$ cat src/rtl/dma_channel_arbiter.sv
// Round-robin front end sharing one DMA engine between NUM_CH channels.
// Latches the winner's size, pulses eng_start, tracks busy and returns done/err pulses.
module dma_channel_arbiter #(
  parameter int unsigned NUM_CH        = 4,
  parameter int unsigned CH_W          = 2,
  parameter int unsigned SIZE_W        = 32,
  parameter int unsigned START_TIMEOUT = 8
) (
  input  logic                     clk,
  input  logic                     rst,
  input  logic [NUM_CH-1:0]        ch_req,
  input  logic [NUM_CH*SIZE_W-1:0] ch_size,
  output logic [NUM_CH-1:0]        ch_ack,
  output logic [NUM_CH-1:0]        ch_done,
  output logic [NUM_CH-1:0]        ch_err,
  output logic                     eng_start,
  output logic [SIZE_W-1:0]        eng_size,
  input  logic                     eng_busy,
  output logic                     active,
  output logic [CH_W-1:0]          active_ch
);

  localparam int unsigned TmrW = (START_TIMEOUT > 2) ? $clog2(START_TIMEOUT) : 1;
  localparam logic [TmrW-1:0] TmrLast = TmrW'(START_TIMEOUT - 1);

  typedef enum logic [2:0] {StIdle, StLaunch, StWaitBusy, StRun, StDone} state_e;

  state_e              state_q, state_d;
  logic [CH_W-1:0]     last_grant_q, last_grant_d;
  logic [TmrW-1:0]     timer_q, timer_d;
  logic [NUM_CH-1:0]   ack_q, ack_d;
  logic [NUM_CH-1:0]   done_q, done_d;
  logic [NUM_CH-1:0]   err_q, err_d;
  logic                start_q, start_d;
  logic [SIZE_W-1:0]   size_q, size_d;
  logic                active_q, active_d;
  logic [CH_W-1:0]     active_ch_q, active_ch_d;

  logic                win_found;
  logic [CH_W-1:0]     win_idx;
  logic [CH_W-1:0]     cand_idx;
  logic [SIZE_W-1:0]   win_size;

  // Search starts one past the last grant; CH_W-bit addition wraps modulo NUM_CH.
  always_comb begin
    win_found = 1'b0;
    win_idx   = '0;
    cand_idx  = '0;
    for (int unsigned i = 1; i <= NUM_CH; i++) begin
      cand_idx = last_grant_q + CH_W'(i);
      if (!win_found && ch_req[cand_idx]) begin
        win_found = 1'b1;
        win_idx   = cand_idx;
      end
    end
  end

  assign win_size = ch_size[win_idx*SIZE_W +: SIZE_W];

  always_comb begin
    state_d      = state_q;
    last_grant_d = last_grant_q;
    timer_d      = timer_q;
    ack_d        = '0;
    done_d       = '0;
    err_d        = '0;
    start_d      = 1'b0;
    size_d       = size_q;
    active_d     = active_q;
    active_ch_d  = active_ch_q;

    unique case (state_q)
      StIdle: begin
        active_d = 1'b0;
        if (win_found && !eng_busy) begin
          ack_d       = NUM_CH'(1) << win_idx;
          active_d    = 1'b1;
          active_ch_d = win_idx;
          size_d      = win_size;
          // A zero-byte transfer completes without touching the engine.
          state_d     = (win_size != '0) ? StLaunch : StDone;
        end
      end
      StLaunch: begin
        start_d = 1'b1;
        timer_d = '0;
        state_d = StWaitBusy;
      end
      StWaitBusy: begin
        if (eng_busy) begin
          state_d = StRun;
        end else if (timer_q == TmrLast) begin
          err_d        = NUM_CH'(1) << active_ch_q;
          last_grant_d = active_ch_q;
          state_d      = StIdle;
        end else begin
          timer_d = timer_q + 1'b1;
        end
      end
      StRun: begin
        if (!eng_busy) begin
          state_d = StDone;
        end
      end
      StDone: begin
        done_d       = NUM_CH'(1) << active_ch_q;
        last_grant_d = active_ch_q;
        state_d      = StIdle;
      end
      default: begin
        state_d = StIdle;
      end
    endcase
  end

  always_ff @(posedge clk or posedge rst) begin
    if (rst) begin
      state_q      <= StIdle;
      last_grant_q <= CH_W'(NUM_CH - 1);
      timer_q      <= '0;
      ack_q        <= '0;
      done_q       <= '0;
      err_q        <= '0;
      start_q      <= 1'b0;
      size_q       <= '0;
      active_q     <= 1'b0;
      active_ch_q  <= '0;
    end else begin
      state_q      <= state_d;
      last_grant_q <= last_grant_d;
      timer_q      <= timer_d;
      ack_q        <= ack_d;
      done_q       <= done_d;
      err_q        <= err_d;
      start_q      <= start_d;
      size_q       <= size_d;
      active_q     <= active_d;
      active_ch_q  <= active_ch_d;
    end
  end

  assign ch_ack    = ack_q;
  assign ch_done   = done_q;
  assign ch_err    = err_q;
  assign eng_start = start_q;
  assign eng_size  = size_q;
  assign active    = active_q;
  assign active_ch = active_ch_q;

endmodule

$ cat config.mk
export PLATFORM = sky130hd
export DESIGN_NAME = dma_channel_arbiter
export DESIGN_NICKNAME = d
export VERILOG_FILES = /design/src/rtl/dma_channel_arbiter.sv
export SDC_FILE = /design/constraint.sdc
export NUM_CORES = 1
export LEC_CHECK = 0
export BUFFER_PORTS_ARGS = -buffer_cell sky130_fd_sc_hd__buf_2
export CORE_AREA = 2 2 98 100
export CTS_BUF_LIST = sky130_fd_sc_hd__clkbuf_16
export CTS_CLUSTER_DIAMETER = 150
export DETAILED_ROUTE_END_ITERATION = 12
export DIE_AREA = 0 0 100 102
export HOLD_SLACK_MARGIN = 0.06
export PLACE_DENSITY_LB_ADDON = 0.12
export RECOVER_POWER = 50
export SYNTH_ARGS = -nofsm -noshare
export SYNTH_HDL_FRONTEND = slang
export SYNTH_SLANG_ARGS = --single-unit
$ cat constraint.sdc
create_clock -name clk -period 2.2 [get_ports clk]
set_input_delay 0.22 -clock clk [delete_from_list [all_inputs] [get_ports clk]]
set_output_delay 0.22 -clock clk [all_outputs]
set_load 0.05 [all_outputs]
==> impl_metrics.ini, run 1 <==
[timing]
fin_skew_ns = 0.00585
fmax_mhz = 454
fin_crit_sh_pct = 100
drv_slew = 0
slew_headroom_pct = 47.2
min_period_ns = 2.20
setup_tns_ns = -0.00478
worstMarginPinSlew_ns = 0.791
hold_violations = 0
worst_slack_ns = -0.00478
setup_viol = 1
rsz0062_at_grt = yes

[power_and_ir_drop]
p_clk_share_pct = 13.5
power_frac_comb_pct = 59.3
switchingPower_mw = 3.15
vdd_drop_max_mv = 0.517
p_leak_nw = 2.35
seq_power_share_pct = 27.2
p_per_area_nw_per_um2 = 1300
p_sw_share_pct = 51.0
internal_power_mw = 3.03

[worst_setup_path]
start_kind = register
crit_fanout = 9
worstPathCellList = nor3b_2 > a211oi_4 > buf_12 > mux2i_1 > mux2i_1 > nor4_1 > o21ai_1 > a22o_1
critPathTopFamily = flip-flops
slowest_delay_ns = 0.59
cp_common_cell = mux2i_1
cp.required_ns = 2.38
criticalPathCategory = register to register
end_kind = register
crit_buf_inv = 1
worstPathArrival_ns = 2.39
slowest_stage = dfstp_2

[yosys]
syn_nets = 537
synth-warning-count = 0
yosys.area.top_type_share_pct = 38.2
synthDistinctLibCells = 38
ys.flop_type = dfrtp_1
synthArstFlopShare_pct = 100
synth_area_leaders = dfrtp_1, nand2_1, a311oi_1
synth_cells = 400
synth_area_per_cell_um2 = 8.84
synth.most_common_cell = nand2_1
yosys.area.top_type = dfrtp_1
seq_area_frac_synth_pct = 39.7
synth_area_um2 = 3530
yosys-top-cells-count = nand2_1, dfrtp_1, a211oi_1, a21o_1, nor4_1
synth_edf_count = 0
synth_seq_cells = 56

[drt]
drt_first_pass_iters = 4
drc = 0
via_per_inst = 5.50
ant_nets = 0
drt_iter0_drc = 164
wirelength_um = 11600
vias = 3800
wl_per_cell_um = 16.8

[finish]
area_growth_pct = 34.0
drive_gt1_share_pct = 31.3
fin_cells = 691
fin_area_um2 = 4740
layout.nets = 715
regArea_um2 = 1400
multi_input_area_um2 = 1960
n_fill_cell = 923

[global_route]
grt_start_max_net_pins = 58
grt_pass1_wl_um = 17900
first_global_vias = 3702
grt_use_total_pct = 21.9
grt-ovfl-total = 0
antenna_found_initial = 1

[clock_network]
clock_latency_ns = 0.30
cts_tree = yes
cts.sinks = 56
htree_levels = 2
clockBufferDepth = 2
cts_made_buffers = 5
clock-root-buffer = clkbuf_16
clk_pin_slew_ns = 0.08

[run_status]
outcome = complete, but fails checks
violations = setup timing

[placement]
place_area_um2 = 4590
place_congestion = 0.877
dp_hpwl_um = 8960
portBuffers = 182
place_inst = 679

[hold_path]
hold_class = input pin to register

[flow_run]
maxCapViolations = 0

[floorplan]
die_w_um = 100
die_h_um = 102
row_count = 35
core_area_um2 = 9110
dieArea_um2 = 10200
io_pins = 183
start_util_pct = 38.8
## power by group through the flow
stage	sequential [mW]	combinational, mW	clock [mW]
after global routing	1.73	3.95	0.915
after floorplan	2.78	1.65	0
final	1.68	3.66	0.836
after CTS	1.67	3.68	0.869
after detailed placement	1.69	3.67	0
after global placement	1.68	3.63	0
## layer usage
metal	up-vias	share of wire (%)	track usage [%]
met4	2	0.84	3.79
met5	-	0.11	0
met1	1806	40	25.9
li1	1835	-	-
met2	147	52	41.8
met3	10	6.8	4.38
## repair_timing
item                                   in CTS  in global routing
gates cloned                                0                  1
buffers inserted                            0                  1
pin swaps                                   2                  1
endpoints found under the hold margin      19                  0
hold buffers                                1                  0
gates resized for setup                     0                  2
setup endpoints to repair                   1                 25
## cells by family (layout without fill, tap and decap cells)
kind of cell	count (synthesis)	in the layout	synth area share, %
adders and majority gates	2	2	0.708
and+or+nand+nor	190	190	26.7
buffers and inverters	32	211	5.38
AOI/OAI and AO/OA	97	97	20.9
other	0	1	0
muxes	23	23	6.65
DFF	56	56	39.7
## worst reg2reg max path, stage by stage, from the launching register on
cell and delay (ns):
dfstp_2 0.59, nor3b_2 0.08, a211oi_4 0.22, buf_12 0.17
mux2i_1 0.21, mux2i_1 0.12, nor4_1 0.34, o21ai_1 0.14
a22o_1 0.21
## cell type report
class	count	share of cell area (%)
flip-flops and latches	56	29.6
repair buffers	200	22.5
inverters	3	0.238
clock buffers	5	2.64
multi-input cells	312	41.4
clock inverters	3	0.581
diodes	1	0.0528
well taps	111	2.93
## state kept, by name, summed over array words and instances, names as in the netlist, 2 cells and up
name	flops
eng_size	32
state_q	3
active_ch	2
ch_done	4
ch_ack	4
ch_err	4
timer_q	3
last_grant_q	2
## through the flow
stage	power [mW]	hold slack [ns]	util, %	setup WS, ns
after floorplan	4.43	0.360	-	0.272
after global placement	5.31	0.274	50.4	0.118
after detailed placement	5.36	0.275	50.4	0.0147
after CTS	6.22	0.249	52.2	0.0105
after global routing	6.60	0.268	52.0	-0.0890
final	6.17	0.255	52.0	-0.00478
## path summary, 6_finish.rpt
check,depth (start not counted),slack (ns),end,from
worst max-delay path,8,-0.005,state_q[0]$_DFFE_PP0P_,last_grant_q[0]$_DFFE_PP1P_
worst min-delay path,2,0.25,state_q[0]$_DFFE_PP0P_,eng_busy
worst max register to register,8,-0.005,state_q[0]$_DFFE_PP0P_,last_grant_q[0]$_DFFE_PP1P_
worst min register to register,1,0.47,eng_size[1]$_DFFE_PP0P_,eng_size[1]$_DFFE_PP0P_
max in group asynchronous,4,0.51,last_grant_q[0]$_DFFE_PP1P_,rst
min in group asynchronous,3,0.61,eng_size[14]$_DFFE_PP0P_,rst
## placed cells by master (no fill, tap or decap), drive strengths merged, types with 2 or more instances in the layout
cell	n
nor4	27
o21ai	9
and2	26
a211oi	27
nor2	15
nand3b	2
nand3	5
nand2	86
mux2i	19
a21o	27
dfrtp	54
a311oi	26
or3	2
or2b	2
nor3	13
mux2	4
or4	4
dfstp	2
a21oi	2
inv	4
buf	159
nand2b	6
ha	2
clkbuf	45
Power figures use the tool's default switching activity.
==> run 2: changes to the inputs <==
==> constraint.sdc (replaced) <==
create_clock -name clk -period 2.1 [get_ports clk]
set_input_delay 0.21 -clock clk [delete_from_list [all_inputs] [get_ports clk]]
set_output_delay 0.21 -clock clk [all_outputs]
set_load 0.05 [all_outputs]
==> impl_metrics.ini, run 2 (synthesis gave the netlist of run 1 again) <==
[power_and_ir_drop]
internal_power_mw = 3.35
p_sw_share_pct = 50.4
p_clk_share_pct = 12.8
seq_power_share_pct = 25.9
p_leak_nw = 2.41
switchingPower_mw = 3.40
vdd_drop_max_mv = 0.607
total_power_mw = 6.75
power_frac_comb_pct = 61.2
p_per_area_nw_per_um2 = 1370

[floorplan]
io_pins = 183
core_area_um2 = 9110
start_util_pct = 38.8
row_count = 35
dieArea_um2 = 10200
die_w_um = 100
die_h_um = 102

[finish]
mostFrequentLayoutCells = buf_2, nand2_1, dfrtp_1
largest_reg_flops = 32
final_common_cell = buf_2
layout.nets = 724
area_growth_pct = 39.6
diodes = 0
drive_gt1_share_pct = 34.2

[clock_network]
clk_pin_slew_ns = 0.08
htree_levels = 2
cts_tree = yes
cts.sinks = 56
clock-root-buffer = clkbuf_16
clockBufferDepth = 2
cts_made_buffers = 5
clock_latency_ns = 0.30

[timing]
fmax_mhz = 470
slew_headroom_pct = 41.2
min_period_ns = 2.13
worst_slack_ns = -0.0273
worstMarginPinSlew_ns = 0.882
setup_viol = 1
drv_slew = 0
fin_crit_sh_pct = 101
rsz0062_at_grt = yes
fin_skew_ns = 0.0112
hold_violations = 0
fin_hold_ws_ns = 0.224

[worst_setup_path]
criticalPathCategory = register to register
start_kind = register
worstPathArrival_ns = 2.31
end_kind = register
crit_fanout = 4
cp.required_ns = 2.28

[global_route]
grt_pass1_wl_um = 18300
antenna_found_initial = 1
grt_use_total_pct = 22.4
grt_start_max_net_pins = 58
grt-ovfl-total = 0
first_global_vias = 3807

[drt]
vias = 3886
via_per_inst = 5.56
drc = 0
ant_nets = 0
drt_iter0_drc = 162
drt_first_pass_iters = 4
wirelength_um = 11900
wl_per_cell_um = 17.0

[placement]
portBuffers = 182
dp_hpwl_um = 8980
place_congestion = 0.864

[hold_path]
hold_class = input pin to register

[run_status]
outcome = complete, but fails checks
violations = setup timing

[flow_run]
maxCapViolations = 0
[run 2: changes by cell type in the layout (fill, tap and decap cells not counted), sizes merged]
cell and delta:
clkbuf +8, bufbuf +1, diode -1
[run 2: worst paths after layout]
| kind | startpoint | to | slack, ns | depth (start not counted) |
|---|---|---|---|---|
| worst max-delay path | last_grant_q[0]$_DFFE_PP1P_ | state_q[0]$_DFFE_PP0P_ | -0.03 | 8 |
| worst min-delay path | eng_busy | state_q[0]$_DFFE_PP0P_ | 0.22 | 2 |
| worst max register to register | last_grant_q[0]$_DFFE_PP1P_ | state_q[0]$_DFFE_PP0P_ | -0.03 | 8 |
| worst min register to register | eng_size[6]$_DFFE_PP0P_ | eng_size[6]$_DFFE_PP0P_ | 0.48 | 1 |
| max in group asynchronous | rst | last_grant_q[1]$_DFFE_PP1P_ | 0.33 | 4 |
| min in group asynchronous | rst | eng_size[27]$_DFFE_PP0P_ | 0.66 | 3 |
[run 2: routing by layer]
layer / up-vias / wire [µm] / GRT usage (%)
li1: 1853 / - / -
met1: 1854 / 4740 / 26.4
met2: 164 / 6210 / 42.6
met3: 13 / 762 / 3.56
met4: 2 / 144 / 5.69
met5: - / 13 / 0
[run 2: through the flow]
step	util, %	area, µm²	cells	TNS [ns]	worst slack (ns)
2_1_floorplan	-	3530	400	0	0.172
3_3_place_gp	50.8	4630	682	0	0.000507
3_5_place_dp	50.8	4630	682	-0.163	-0.0818
4_1_cts	53.4	4870	696	-0.0265	-0.0265
5_1_grt	54.2	4940	699	-0.407	-0.226
6_report	54.2	4940	699	-0.0273	-0.0273
[run 2: repair_timing]
item	4_1_cts	5_1_grt
cloned	1	1
resized for setup	2	22
pin swaps	2	2
setup endpoints to repair	11	30
endpoints found under the hold margin	20	0
setup buffers	4	2
hold buffers	1	0
[run 2: area by class of cell]
type / instances / area (µm²)
tap: 111 / 139
inverter: 3 / 11.3
fill: 881 / 4170
clock buffer: 5 / 125
clock inverter: 3 / 27.5
multi-input combinational: 312 / 2060
sequential: 56 / 1400
timing repair buffer: 209 / 1170
[run 2: power by group through the flow]
| stage | clock network [mW] | logic, mW | registers, mW |
|---|---|---|---|
| floorplan | 0 | 1.73 | 2.91 |
| global placement | 0 | 3.84 | 1.76 |
| detailed placement | 0 | 3.89 | 1.77 |
| CTS | 0.898 | 4.02 | 1.75 |
| global route | 0.954 | 4.44 | 1.81 |
| finish | 0.867 | 4.13 | 1.75 |
[run 2: critical path, cell delays in order (launching register included)]
cell       delay, ns
dfstp_2         0.56
nor3b_2         0.07
a211oi_4        0.18
bufbuf_16       0.29
mux2i_1         0.18
mux2i_1         0.12
nor4_2          0.29
o21ai_1         0.12
a22o_1          0.18
